## config.mk

```make
export PLATFORM = sky130hd
export DESIGN_NAME = cdc_hs_dst_flat
export DESIGN_NICKNAME = d
export VERILOG_FILES = /design/src/rtl/cdc_hs_dst_if.sv /design/src/rtl/cdc_hs_dst.sv /design/src/flat_wrapper.sv
export SDC_FILE = /design/constraint.sdc
export NUM_CORES = 1
export LEC_CHECK = 0
export BUFFER_PORTS_ARGS = -buffer_cell sky130_fd_sc_hd__buf_2
export CORE_UTILIZATION = 54
export DETAILED_ROUTE_END_ITERATION = 10
export MAX_ROUTING_LAYER = met4
export PLACE_DENSITY = 0.85
export RECOVER_POWER = 50
export SYNTH_ARGS = -nofsm -noshare
export SYNTH_HDL_FRONTEND = slang
export SYNTH_SLANG_ARGS = --single-unit
export TNS_END_PERCENT = 20
```

## constraint.sdc

```tcl
create_clock -name clk_i -period 4.91 [get_ports clk_i]
set_clock_uncertainty 0.15 [all_clocks]
set_input_delay 0.7365 -clock clk_i [delete_from_list [all_inputs] [get_ports clk_i]]
set_output_delay 0.7365 -clock clk_i [all_outputs]
set_load 0.1 [all_outputs]
```

## src/rtl/cdc_hs_dst_if.sv

```systemverilog
`default_nettype none
// ============================================================================
//  Module   : cdc_hs_dst_if
//  Purpose  : Bundles the asynchronous request/acknowledge/data handshake and
//             the destination-side ready/valid buffer port of cdc_hs_dst.
//             Member names are relative to the receiver block.
//  Revision : 1.0 - initial release
// ============================================================================
interface cdc_hs_dst_if #(
    parameter int DATA_W = 32,
    parameter int DEPTH  = 2
);
    logic                       async_req_i;
    logic [DATA_W-1:0]          async_data_i;
    logic                       async_ack_o;
    logic                       valid_o;
    logic [DATA_W-1:0]          data_o;
    logic                       ready_i;
    logic [$clog2(DEPTH+1)-1:0] count_o;

    // Environment side: source of requests and consumer of the buffer head
    modport master (
        output async_req_i,
        output async_data_i,
        output ready_i,
        input  async_ack_o,
        input  valid_o,
        input  data_o,
        input  count_o
    );

    // Receiver side: the cdc_hs_dst block
    modport slave (
        input  async_req_i,
        input  async_data_i,
        input  ready_i,
        output async_ack_o,
        output valid_o,
        output data_o,
        output count_o
    );
endinterface
`default_nettype wire

```

## src/rtl/cdc_hs_dst.sv

```systemverilog
`default_nettype none
// ============================================================================
//  Module   : cdc_hs_dst
//  Purpose  : Destination half of a request/acknowledge clock-domain crossing.
//             Synchronises the source request, captures the (unsynchronised,
//             held-stable) source data into a small FIFO and acknowledges.
//             Supports two-phase (toggle) and four-phase (level) protocols.
//  Revision : 1.0 - initial release
// ============================================================================
module cdc_hs_dst #(
    parameter int DATA_W      = 32,
    parameter int SYNC_STAGES = 2,
    parameter int DEPTH       = 2,
    parameter bit PHASE4      = 1'b0
) (
    input  wire logic   clk_i,
    input  wire logic   rst_ni,
    cdc_hs_dst_if.slave hs
);
    // A one-entry buffer still needs a one-bit pointer
    localparam int PTR_W = (DEPTH > 1) ? $clog2(DEPTH) : 1;
    localparam int CNT_W = $clog2(DEPTH + 1);

    localparam logic [CNT_W-1:0] c_DEPTH_CNT = CNT_W'(DEPTH);
    localparam logic [PTR_W-1:0] c_PTR_LAST  = PTR_W'(DEPTH - 1);

    typedef enum logic [0:0] {
        ST_IDLE  = 1'b0,
        ST_ACKED = 1'b1
    } state_t;

    // Request synchroniser; only the last stage feeds logic
    logic [SYNC_STAGES-1:0] r_sync;
    logic                   w_req_s;

    // Handshake control
    state_t r_state;
    state_t w_state_nxt;
    logic   r_ack;
    logic   w_ack_nxt;
    logic   w_push;

    // Receive buffer
    logic [DATA_W-1:0] r_mem [DEPTH];
    logic [PTR_W-1:0]  r_wptr;
    logic [PTR_W-1:0]  r_rptr;
    logic [CNT_W-1:0]  r_count;
    logic              w_pop;
    logic              w_space;

    // Shift the asynchronous request through the synchroniser chain
    always_ff @(posedge clk_i or negedge rst_ni) begin
        if (!rst_ni) begin
            r_sync <= '0;
        end else begin
            r_sync <= {r_sync[SYNC_STAGES-2:0], hs.async_req_i};
        end
    end

    assign w_req_s = r_sync[SYNC_STAGES-1];

    // Space is judged on the registered occupancy, so a pop in a full cycle
    // only frees the slot for the following cycle.
    assign w_space = (r_count < c_DEPTH_CNT);
    assign w_pop   = (r_count != '0) && hs.ready_i;

    // State and acknowledge registers
    always_ff @(posedge clk_i or negedge rst_ni) begin
        if (!rst_ni) begin
            r_state <= ST_IDLE;
            r_ack   <= 1'b0;
        end else begin
            r_state <= w_state_nxt;
            r_ack   <= w_ack_nxt;
        end
    end

    // Handshake decode: decides capture, next acknowledge level and next state
    always_comb begin
        w_state_nxt = r_state;
        w_ack_nxt   = r_ack;
        w_push      = 1'b0;
        if (PHASE4) begin
            case (r_state)
                ST_IDLE: begin
                    if (w_req_s && w_space) begin
                        w_push      = 1'b1;
                        w_ack_nxt   = 1'b1;
                        w_state_nxt = ST_ACKED;
                    end
                end
                ST_ACKED: begin
                    // Wait for the source to drop its request; never capture here
                    if (!w_req_s) begin
                        w_ack_nxt   = 1'b0;
                        w_state_nxt = ST_IDLE;
                    end
                end
                default: begin
                    w_state_nxt = ST_IDLE;
                end
            endcase
        end else begin
            // Toggle protocol: a pending word is a level mismatch of req and ack
            w_state_nxt = ST_IDLE;
            if ((r_state == ST_IDLE) && (w_req_s != r_ack) && w_space) begin
                w_push    = 1'b1;
                w_ack_nxt = ~r_ack;
            end
        end
    end

    // Buffer storage; contents are don't-care until written, so no reset
    always_ff @(posedge clk_i) begin
        if (w_push) begin
            r_mem[r_wptr] <= hs.async_data_i;
        end
    end

    // Buffer pointers and occupancy, wrapping modulo DEPTH
    always_ff @(posedge clk_i or negedge rst_ni) begin
        if (!rst_ni) begin
            r_wptr  <= '0;
            r_rptr  <= '0;
            r_count <= '0;
        end else begin
            if (w_push) begin
                r_wptr <= (r_wptr == c_PTR_LAST) ? '0 : r_wptr + 1'b1;
            end
            if (w_pop) begin
                r_rptr <= (r_rptr == c_PTR_LAST) ? '0 : r_rptr + 1'b1;
            end
            if (w_push && !w_pop) begin
                r_count <= r_count + 1'b1;
            end else if (w_pop && !w_push) begin
                r_count <= r_count - 1'b1;
            end
        end
    end

    assign hs.async_ack_o = r_ack;
    assign hs.valid_o     = (r_count != '0);
    assign hs.data_o      = (r_count != '0) ? r_mem[r_rptr] : '0;
    assign hs.count_o     = r_count;

endmodule
`default_nettype wire

```

## src/flat_wrapper.sv

```systemverilog
// flat-port wrapper written by rule: the top's interface ports become plain ports
module cdc_hs_dst_flat 
#(
    parameter int DATA_W      = 32,
    parameter int SYNC_STAGES = 2,
    parameter int DEPTH       = 2,
    parameter bit PHASE4      = 1'b0
)
  (clk_i, rst_ni, hs_async_req_i, hs_async_data_i, hs_ready_i, hs_async_ack_o, hs_valid_o, hs_data_o, hs_count_o);
  cdc_hs_dst_if #(.DATA_W(DATA_W), .DEPTH(DEPTH)) hs_i ();
  input  wire logic clk_i;
  input  wire logic rst_ni;
  input wire logic [$bits(hs_i.async_req_i)-1:0] hs_async_req_i;
  input wire logic [$bits(hs_i.async_data_i)-1:0] hs_async_data_i;
  input wire logic [$bits(hs_i.ready_i)-1:0] hs_ready_i;
  output wire logic [$bits(hs_i.async_ack_o)-1:0] hs_async_ack_o;
  output wire logic [$bits(hs_i.valid_o)-1:0] hs_valid_o;
  output wire logic [$bits(hs_i.data_o)-1:0] hs_data_o;
  output wire logic [$bits(hs_i.count_o)-1:0] hs_count_o;
  assign hs_i.async_req_i = hs_async_req_i;
  assign hs_i.async_data_i = hs_async_data_i;
  assign hs_i.ready_i = hs_ready_i;
  assign hs_async_ack_o = hs_i.async_ack_o;
  assign hs_valid_o = hs_i.valid_o;
  assign hs_data_o = hs_i.data_o;
  assign hs_count_o = hs_i.count_o;
  cdc_hs_dst #(.DATA_W(DATA_W), .SYNC_STAGES(SYNC_STAGES), .DEPTH(DEPTH), .PHASE4(PHASE4)) u_core (.clk_i(clk_i), .rst_ni(rst_ni), .hs(hs_i));
endmodule
```

==> Word-level counts from Yosys, hierarchy flattened <==
Memory sizes are Yosys's and may differ from the RTL's.
Index checks and enable logic that the tools add are counted.
{ "op_classes": {"add_sub_neg": 4, "n_lt_le_gt_ge": 1, "eq_ne": 1, "mux": 8, "bitwise": 1, "reduce_logical": 8} }
{ "ops": {"columns": ["operator", "count"], "rows": [
  ["$mux 32", 1],
  ["$mux 1", 5],
  ["$logic_and 1x1->1", 4],
  ["$mux 2", 2],
  ["$reduce_bool 2->1", 2],
  ["$add 1x1->1 const B", 2],
  ["$add 2x1->2 const B", 1],
  ["$logic_not 1->1", 2],
  ["$lt 2x2->1 const B", 1],
  ["$sub 2x1->2 const B", 1],
  ["$ne 1x1->1", 1],
  ["$not 1->1", 1]
]} }
{ "totals": {"regBits": 7, "ram_bits": 64, "input_bits": 36, "wordCells": 29, "n_memories": 1} }
{ "mem_list": {"columns": ["memory", "depth", "width", "read_ports", "rd_ports_with_merged_regs", "write_ports", "line", "text"], "rows": [
  ["u_core.r_mem", 2, 32, 1, 0, 1, "cdc_hs_dst.sv:44", "logic [DATA_W-1:0] r_mem [DEPTH];"]
]} }

==> Longest topological paths before layout <==
{ "depth": {"ltp_word": 7, "mapped_depth": 7} }

==> Least setup slack after synthesis <==
OpenSTA, ideal clock, no wires.
{ "synth_timing": {"kind": "reg2reg", "start": "reg u_core.r_ack, in the netlist u_core.hs.async_ack_o", "end": "mem u_core.r_mem[0][0] (enable)", "setup_time_ns": 0.461, "arrival_time_ns": 3.390, "t_required_ns": 4.299, "path_slack_ns": 0.908, "path_stages_with_launch": 3, "n_path_buf": 0, "cell_sequence": "dfrtp_1 > xnor2_1 > nor3_1"} }
{ "synth_via": {"elab_chain_cells": 5} }
{ "synth_rtl": {"columns": ["item", "line", "text"], "rows": [
  ["start, declared", "cdc_hs_dst.sv:39", "logic r_ack;"],
  ["start signal, assigned", "cdc_hs_dst.sv:74", "r_ack <= w_ack_nxt;"],
  ["$ne 1x1->1", "cdc_hs_dst.sv:106", "if ((r_state == ST_IDLE) && (w_req_s != r_ack) && w_space) begin"],
  ["$logic_and 1x1->1", "cdc_hs_dst.sv:106", null],
  ["$mux 1", "cdc_hs_dst.sv:106", null],
  ["$mux 1", "cdc_hs_dst.sv:115", "if (w_push) begin"],
  ["$mux 1 (implied by the code)", "cdc_hs_dst.sv:116", "r_mem[r_wptr] <= hs.async_data_i;"],
  ["end, declared", "cdc_hs_dst.sv:44", null]
]} }
Every way passes these cells.

==> Final worst setup path <==
{ "layout_timing": {"start": "reg u_core.r_rptr", "end": "out hs_data_o[26]"} }
{ "layout_via": {"elab_chain_cells": 2} }
{ "layout_rtl": {"columns": ["item", "line", "text"], "rows": [
  ["start, declared", "cdc_hs_dst.sv:46", "logic [PTR_W-1:0] r_rptr;"],
  ["start signal, assigned", "cdc_hs_dst.sv:131", "r_rptr <= (r_rptr == c_PTR_LAST) ? '0 : r_rptr + 1'b1;"],
  ["$mem_v2 2x32", null, null],
  ["$mux 32", "cdc_hs_dst.sv:143", "assign hs.data_o = (r_count != '0) ? r_mem[r_rptr] : '0;"],
  ["end, declared", "flat_wrapper.sv:18", "output wire logic [$bits(hs_i.data_o)-1:0] hs_data_o;"]
]} }
Every way passes these cells.

==> results.yml <==
floorplanning:
  rows: 25
  coreArea_sq_mm: 0.00482
  dieArea_sq_mm: 0.00541
  start_util_pct: 57.4
  io_pins: 72
  die_height_um: 73.6
  dieWidth_um: 73.6
clocking:
  clock_path_buffers: 2
  cts_hold_buffers: 0
  cts_buffers: 9
  cts_tree: "yes"
  clock_latency_ps: 340
  htree_levels: 3
  cts_resized: 0
  clockRootBuffer: "clkbuf_8"
  cts.sink_count: 71
  post_cts_buffers: 0
  clk_pin_slew_ps: 70
route:
  antenna_left: 0
  wire_per_inst_um: 14.7
  routed_wl_mm: 4.50
  drt_iter0_markers: 127
  viasPerCell: 4.85
  drt-pass1-iter-count: 4
  drc: 0
  dr_total_vias: 1484
yosys:
  ys_types: 18
  synth_cells: 157
  ys_seq_elements: 71
  syn_area_sq_mm: 0.00277
  synth.net_count: 194
  ys_warn_count: 0
  seq_area_frac_synth_pct: 75.8
  synth.avg_cell_area_sq_um: 17.6
final_layout:
  final_util_pct: 68.5
  drive_above_1_share_pct: 31.0
  diodes: 0
  nNetsFinal: 271
  fillers: 360
  area_growth_syn_to_layout_pct: 19.3
timing:
  setup_viol: 0
  slew_violations: 31
  slew_headroom_pct: -10.4
  rsz0062_at_grt: "no"
  hold_viol: 0
  worstMarginPinSlew_ps: 1660
  clock.fmax_mhz: 334
  finalCriticalPeriod_ps: 3000
  fin_crit_sh_pct: 61.1
  setup_ws_ps: 1910
  hold_slack_ps: 131
  setup_tns_ps: 0
setup_path:
  reg2reg_depth: 4
  path_class: "reg2out"
  r2r_slack_ps: 2110
  crit_fanout: 33
  r2r-start: "u_core.hs.async_ack_o"
  crit_chain: "mux2i_1 -> nor2_1 -> buf_2"
  slowest_stage: "dfrtp_2"
  r2r-end: "u_core.r_mem[1][1]"
  required_ps: 4020
  worstPathArrival_ps: 2110
  critPathLaunchType: "flop"
  max_stage_delay_ps: 1010
  end_kind: "output port"
placed_design:
  portBuffers: 71
  pre_cts_slack_ps: 2250
  routabilityCongestion: 0.726
  dp_hpwl_mm: 2.96
grt:
  antenna_found_initial: 0
  grt_pass1_vias: 1437
  grt_overflow: 0
  grt_pass1_wl_mm: 6.83
  grt_max_degree: 34
  grt_use_total_pct: 19.0
run_status:
  violations: "capacitance limit, slew limit"
  status: "complete, but fails checks"
worst_hold_path:
  min_path_type: "in2async"
job:
  drv_cap: 1
worst max path at each step:
| stage | startpoint | end | slack [ps] | cells after the start |
|---|---|---|---|---|
| 2_1_floorplan | u_core.hs.async_ack_o | u_core.r_mem[0][0] | 910 | 2 |
| 3_3_place_gp | u_core.r_rptr | hs_data_o[13] | 2250 | 3 |
| 3_5_place_dp | u_core.r_rptr | hs_data_o[5] | 2250 | 3 |
| 4_1_cts | u_core.r_rptr | hs_data_o[5] | 1880 | 3 |
| 5_1_grt | u_core.r_rptr | hs_data_o[29] | 1780 | 3 |
| 6_report | u_core.r_rptr | hs_data_o[26] | 1910 | 3 |
logic make-up after synthesis:
group	after synthesis	share of synthesized area (%)
fa+ha+maj	1	0.452
mux	33	12.0
xor+xnor	6	2.17
buf+inv	8	3.66
flops	71	75.8
simple gates	38	5.93
layer usage:
| layer | track usage (%) | vias to the layer above | part of all wire (%) |
|---|---|---|---|
| met3 | 6.45 | 12 | 5.7 |
| li1 | - | 721 | - |
| met2 | 27.7 | 56 | 48 |
| met5 | - | - | 0 |
| met4 | 8.55 | 0 | 1.7 |
| met1 | 24.2 | 695 | 44 |
sequential cells by signal, summed over array words and instances, names as in the netlist:
name	flops
u_core.r_wptr	1
u_core.r_mem	64
u_core.hs.count_o	2
u_core.hs.async_ack_o	1
u_core.r_rptr	1
u_core.r_sync	2
worst max-delay path: cells and delay by family (launching register included):
| family | cells | cell delay [ps] |
|---|---|---|
| buffers and inverters | 1 | 440 |
| muxes | 1 | 180 |
| DFF | 1 | 1010 |
| and+or+nand+nor | 1 | 140 |
cells in the final DEF, fill, tap and decap left out:
cell and n:
nor2_1 34, clkinv_2 1, mux2_2 1, xnor2_2 1
xnor2_1 2, xor2_1 3, buf_2 52, ha_1 1
nor2_4 1, clkbuf_8 11, and2_0 1, edfxtp_1 64
nor3_2 1, dfrtp_2 1, clkinvlp_4 1, nand2_4 1
buf_4 1, bufinv_16 1, inv_2 1, dfrtp_1 6
mux2i_1 32, clkbuf_1 22
Yosys cell counts (all sizes together):
library cell | n | area share [%]
clkbuf | 3 | 1.5
ha | 1 | 0.45
nor2 | 35 | 5.1
mux2i | 32 | 12
edfxtp | 64 | 69
dfrtp | 7 | 6.3
mux2 | 1 | 0.41
nand2 | 1 | 0.41
xor2 | 3 | 0.95
nor3 | 1 | 0.18
and2 | 1 | 0.23
buf | 4 | 2.0
inv | 1 | 0.14
xnor2 | 3 | 1.2
stage by stage:
stage                     std cells  cell area (sq um)
after floorplan                 157               2770
after global placement          290               3130
after CTS                       306               3330
after global routing            306               3300
final                           306               3300
after detailed placement        290               3130
cell type report:
type | count | area, sq um | area share, %
Clock buffer | 13 | 159 | 4.81
Clock inverter | 3 | 42.5 | 1.29
Inverter | 1 | 3.75 | 0.114
Multi-Input combinational cell | 78 | 571 | 17.3
Sequential cell | 71 | 2100 | 63.6
Tap cell | 67 | 83.8 | 2.54
Timing Repair Buffer | 73 | 343 | 10.4
Power is not shown: default switching activity piles up to over one toggle a cycle in this logic, so the estimate is an artifact.
